`config.mk`:
```
export PLATFORM = sky130hd
export DESIGN_NAME = nonce_dispatcher
export DESIGN_NICKNAME = d
export VERILOG_FILES = /design/src/rtl/nonce_dispatcher.sv
export SDC_FILE = /design/constraint.sdc
export NUM_CORES = 1
export LEC_CHECK = 0
export ABC_AREA = 1
export CORE_MARGIN = 5
export CORE_UTILIZATION = 50
export CTS_BUF_LIST = sky130_fd_sc_hd__clkbuf_8
export DETAILED_ROUTE_END_ITERATION = 10
export PLACE_DENSITY = 0.77
export SYNTH_ARGS = -nofsm -noshare
export SYNTH_HDL_FRONTEND = slang
export SYNTH_SLANG_ARGS = --single-unit
export TNS_END_PERCENT = 5
```
`constraint.sdc`:
```
create_clock -name clk_in -period 6.74 [get_ports clk_in]
set_clock_uncertainty 0.1 [all_clocks]
set_input_delay 1.348 -clock clk_in [delete_from_list [all_inputs] [get_ports clk_in]]
set_output_delay 1.348 -clock clk_in [all_outputs]
set_load 0.02 [all_outputs]
```
`src/rtl/nonce_dispatcher.sv`:
```
// Nonce dispatcher: walks an inclusive nonce range in STRIDE steps and offers
// one nonce per divider tick to the hash core over a valid/ready handshake.
module nonce_dispatcher #(
    parameter int NONCE_W = 32,
    parameter int STRIDE  = 1,
    parameter int CNT_W   = 16
) (
    input  logic               clk_in,
    input  logic               reset,
    input  logic               tick_in,
    input  logic               start,
    input  logic               abort,
    input  logic [NONCE_W-1:0] range_lo,
    input  logic [NONCE_W-1:0] range_hi,
    output logic [NONCE_W-1:0] nonce_out,
    output logic               nonce_valid,
    input  logic               nonce_ready,
    output logic               busy,
    output logic               done,
    output logic [NONCE_W-1:0] issued_count,
    output logic [CNT_W-1:0]   stall_count
);

    localparam logic [1:0] S_IDLE = 2'd0;
    localparam logic [1:0] S_RUN  = 2'd1;
    localparam logic [1:0] S_HOLD = 2'd2;
    localparam logic [1:0] S_DONE = 2'd3;

    localparam logic [NONCE_W-1:0] STEP   = NONCE_W'(STRIDE);
    localparam logic [NONCE_W:0]   STEP_X = (NONCE_W+1)'(STRIDE);

    logic [1:0]         state_q, state_d;
    logic [NONCE_W-1:0] cur_q, cur_d;
    logic [NONCE_W-1:0] hi_q, hi_d;
    logic [NONCE_W-1:0] nonce_q, nonce_d;
    logic               valid_q, valid_d;
    logic               busy_q, busy_d;
    logic               done_q, done_d;
    logic [NONCE_W-1:0] issued_q, issued_d;
    logic [CNT_W-1:0]   stall_q, stall_d;

    logic [NONCE_W:0]   rem;
    logic               accept;

    always_comb begin
        state_d  = state_q;
        cur_d    = cur_q;
        hi_d     = hi_q;
        nonce_d  = nonce_q;
        valid_d  = valid_q;
        issued_d = issued_q;
        stall_d  = stall_q;
        // One extra bit keeps the distance to the top of the range exact,
        // so a sweep ending at all-ones stops here instead of wrapping cur.
        rem      = {1'b0, hi_q} - {1'b0, cur_q};
        accept   = valid_q & nonce_ready;

        case (state_q)
            S_IDLE, S_DONE: begin
                if (start && !abort) begin
                    cur_d    = range_lo;
                    hi_d     = range_hi;
                    issued_d = '0;
                    stall_d  = '0;
                    valid_d  = 1'b0;
                    state_d  = (range_hi < range_lo) ? S_DONE : S_RUN;
                end
            end
            S_RUN: begin
                valid_d = 1'b0;
                if (tick_in) begin
                    nonce_d = cur_q;
                    valid_d = 1'b1;
                    state_d = S_HOLD;
                end
            end
            S_HOLD: begin
                if (accept) begin
                    issued_d = issued_q + 1'b1;
                    if (rem < STEP_X) begin
                        valid_d = 1'b0;
                        state_d = S_DONE;
                    end else begin
                        cur_d = cur_q + STEP;
                        if (tick_in) begin
                            nonce_d = cur_q + STEP;
                            valid_d = 1'b1;
                        end else begin
                            valid_d = 1'b0;
                            state_d = S_RUN;
                        end
                    end
                end else if (tick_in && (stall_q != '1)) begin
                    stall_d = stall_q + 1'b1;
                end
            end
            default: begin
                valid_d = 1'b0;
                state_d = S_IDLE;
            end
        endcase

        // Abort overrides everything except the counter updates above.
        if (abort && (state_q != S_IDLE)) begin
            state_d = S_IDLE;
            valid_d = 1'b0;
        end

        busy_d = (state_d == S_RUN) || (state_d == S_HOLD);
        done_d = (state_d == S_DONE);
    end

    always_ff @(posedge clk_in or posedge reset) begin
        if (reset) begin
            state_q  <= S_IDLE;
            cur_q    <= '0;
            hi_q     <= '0;
            nonce_q  <= '0;
            valid_q  <= 1'b0;
            busy_q   <= 1'b0;
            done_q   <= 1'b0;
            issued_q <= '0;
            stall_q  <= '0;
        end else begin
            state_q  <= state_d;
            cur_q    <= cur_d;
            hi_q     <= hi_d;
            nonce_q  <= nonce_d;
            valid_q  <= valid_d;
            busy_q   <= busy_d;
            done_q   <= done_d;
            issued_q <= issued_d;
            stall_q  <= stall_d;
        end
    end

    assign nonce_out    = nonce_q;
    assign nonce_valid  = valid_q;
    assign busy         = busy_q;
    assign done         = done_q;
    assign issued_count = issued_q;
    assign stall_count  = stall_q;

endmodule
```
==> results.json <==
{
  "outcome": "complete, no violations",
  "drt_iter0_markers": 1088,
  "p_per_area_mw_per_mm2": 466.7,
  "grt_pass1_wl_microns": 53900,
  "numPortBuffers": 152,
  "worst_slew_pin_slew_ns": 0.9345,
  "rrSetupSlack_ns": 2.72,
  "critical_path_class": "input port to register",
  "relSlewSlack": 0.3763,
  "die_y_microns": 160.6,
  "cpMaxStageDelayCell": "inv_1",
  "layout.area.seq_sq_mm": 0.003729,
  "netlist_area_sq_mm": 0.01134,
  "htree_levels": 4,
  "clk_path_buf_depth": 2,
  "syn_inst": 1731,
  "setup_tns_ns": 0,
  "dieArea_sq_mm": 0.02579,
  "detail_route.wl_per_cell_microns": 15.46,
  "drtAntennaViolNets": 0,
  "hp-class": "register to register",
  "grt_pass1_vias": 10900,
  "cp_num_buf_inv": 4,
  "synth_top_area_frac": 0.3289,
  "max_stage_delay_ns": 0.50,
  "clock_sinks": 149,
  "root_buffer": "clkbuf_8",
  "ioPinCount": 153,
  "cpMostUsedCell": "nand2_1",
  "power_leakage_uw": 0.006902,
  "period_share": 0.6188,
  "gp_congestion": 0.9633,
  "synthesis.nets": 1873,
  "rows": 55,
  "ys_warn_count": 0,
  "yosysTopAreaCell": "dfrtp_1",
  "hold_viol": 0,
  "finalNetCount": 2015,
  "drive_gt1_frac": 0.04295,
  "cts_tree": "done",
  "syn_to_final_growth_pct": 19.28,
  "hpwlAfterDp_microns": 26760,
  "synth_edf_count": 0,
  "grt-ovfl-total": 0,
  "syn_area_per_cell_sq_um": 6.549,
  "max_freq_ghz": 0.2398,
  "ys_seq_elements": 149,
  "drtPass1Iterations": 6,
  "async_flop_share": 1.000,
  "drv_slew": 0,
  "antenna_found_initial": 1,
  "multiInputGateArea_sq_mm": 0.006419,
  "synth.distinct_cells": 51,
  "drt-vias-per-instance": 5.361,
  "synth_flop_cell": "dfrtp_1",
  "setup_viol": 0,
  "crit_chain": "clkdlybuf4s50_1 > inv_1 > nand2_1 > nor2_2 > buf_4 > inv_1 > o21ai_0 > nand2_1 > nor3_1 > nand2_1 > nor2_1 > nand3_1 > o21ai_0 > nand2_1 > nor2_1",
  "grt_max_degree": 101,
  "cts-resized-gates": 0,
  "seq_area_frac_synth": 0.3289,
  "start_util": 0.5038,
  "netlist_top_cells_area": "dfrtp_1 (33%), nand2_1 (20%), inv_1 (8.7%)",
  "period_minus_slack_ns": 4.171,
  "clk_pin_slew_ns": 0.10,
  "n_antenna_cell": 0,
  "rsz0062_at_grt": "no",
  "post-route-util": 0.6009,
  "fillers": 2083,
  "p_total_uw": 6312,
  "ir_drop_v": 0.0002162,
  "arrival_ns": 4.49,
  "vias": 11640,
  "cp-start-kind": "input port",
  "endpoint_kind": "register",
  "cpLargestDelayFamily": "simple AND/OR/NAND/NOR gates",
  "coreArea_sq_mm": 0.02250,
  "die_w_microns": 160.6,
  "clock_latency_ns": 0.47,
  "drc_errors": 0,
  "cts_setup_buffers": 0,
  "grt_use_total": 0.2575,
  "cts_inserted_buffers": 17,
  "wirelength_microns": 33550,
  "critPathRequiredTime_ns": 7.06,
  "max_cap_violations": 0,
  "holdBufCountCts": 0,
  "path_max_fanout": 35
}
[logic make-up after synthesis]
kind of cell | share of synthesized area
buffers and inverters | 0.1054
AOI/OAI and AO/OA | 0.1250
DFF | 0.3289
and+or+nand+nor | 0.3490
adders and majority gates | 0.08012
xor gates and xnor gates | 0.01159
[layout make-up]
cell class,count,share of cell area
clock buffers,18,0.01832
clock inverters,14,0.01351
inverters,271,0.07559
multi-input cells,1276,0.4746
flip-flops and latches,149,0.2757
well taps,285,0.02637
repair buffers,158,0.1158
[placed cells by master, fill, tap and decap left out, types with 7 or more instances in the layout]
master / synthesis / layout
nor3_1: 40 / 40
ha_1: 71 / 70
inv_2: 8 / 8
nor4_1: 16 / 16
nand4_1: 33 / 33
nor2_2: 11 / 12
inv_1: 262 / 261
clkdlybuf4s50_1: 0 / 152
dfrtp_1: 149 / 149
nor2_1: 113 / 112
nand2_1: 599 / 599
clkbuf_8: 0 / 18
o21ai_1: 11 / 11
a21oi_1: 92 / 92
o21ai_0: 101 / 101
o21a_1: 23 / 23
nand3_1: 89 / 89
xor2_1: 14 / 14
nand2_2: 7 / 7
[through the flow]
| stage | worst slack, ns | hold slack [ns] | instances | instance area (sq um) |
|---|---|---|---|---|
| final | 2.569 | 0.3819 | 2171 | 13520 |
| after global routing | 2.119 | 0.4022 | 2171 | 13520 |
| after CTS | 2.637 | 0.3826 | 2171 | 13520 |
| after detailed placement | 2.123 | 0.3590 | 2139 | 13090 |
| after global placement | 2.174 | 0.3559 | 2139 | 13090 |
| after floorplan | 1.284 | 0.3419 | 1731 | 11340 |
[worst register-to-register path, stage by stage, from the launching register on]
cell and delay [ns]:
dfrtp_1 0.54, ha_1 0.20, inv_1 0.08, fa_1 0.44
nand3_1 0.13, nand3_2 0.12, nand2_1 0.10, nand2_1 0.11
nand2_1 0.10, nand2_1 0.05, nand2_1 0.09, nand2_1 0.06
nor2_1 0.14, nand2_1 0.07, nor2_1 0.08, nand3_1 0.08
nor2_1 0.33, nand3_1 0.17, nand2_1 0.11, buf_4 0.35
inv_2 0.28, nand2_1 0.13, nand2_1 0.06
[worst paths after layout]
path,start,end,depth (start not counted)
max in group asynchronous,reset,stall_count[2],3
worst max register to register,cur_q[0],nonce_out[28],22
worst max-delay path,abort,stall_count[11],15
min in group asynchronous,reset,nonce_out[0],2
worst min-delay path,cur_q[3],cur_q[3],2
worst min register to register,cur_q[3],cur_q[3],2
[state kept, by name, summed over array words and instances, names as in the netlist]
register      cells
stall_count      16
issued_count     32
busy              1
nonce_out        32
state_q           2
done              1
hi_q             32
cur_q            32
nonce_valid       1
[power by group]
group | total, uW | switching (uW) | internal, uW
clock | 761 | 402 | 359
combinational | 4130 | 2750 | 1380
sequential | 1420 | 238 | 1190
[Yosys cell counts (all sizes together), types with 3 or more instances]
library cell and n:
o21ai 112, buf 16, dfrtp 149, o21a 23, a31oi 3, nor3 42
nor4 16, nor3b 4, inv 270, clkbuf 19, o211ai 4, a21oi 95
nand3 93, o31ai 4, ha 71, nand2 607, o21bai 4, xor2 14
nand4 33, nor2 125, nand3b 6
[per-layer routing]
metal  up-vias  GRT usage  part of all wire
li1       5824          -                 -
met1      5264     0.3223              0.42
met2       467     0.4355              0.46
met3        81    0.05620             0.077
met4         2    0.09934             0.035
met5         -          0           0.00039
No activity file was read; power rests on OpenSTA's default activity.
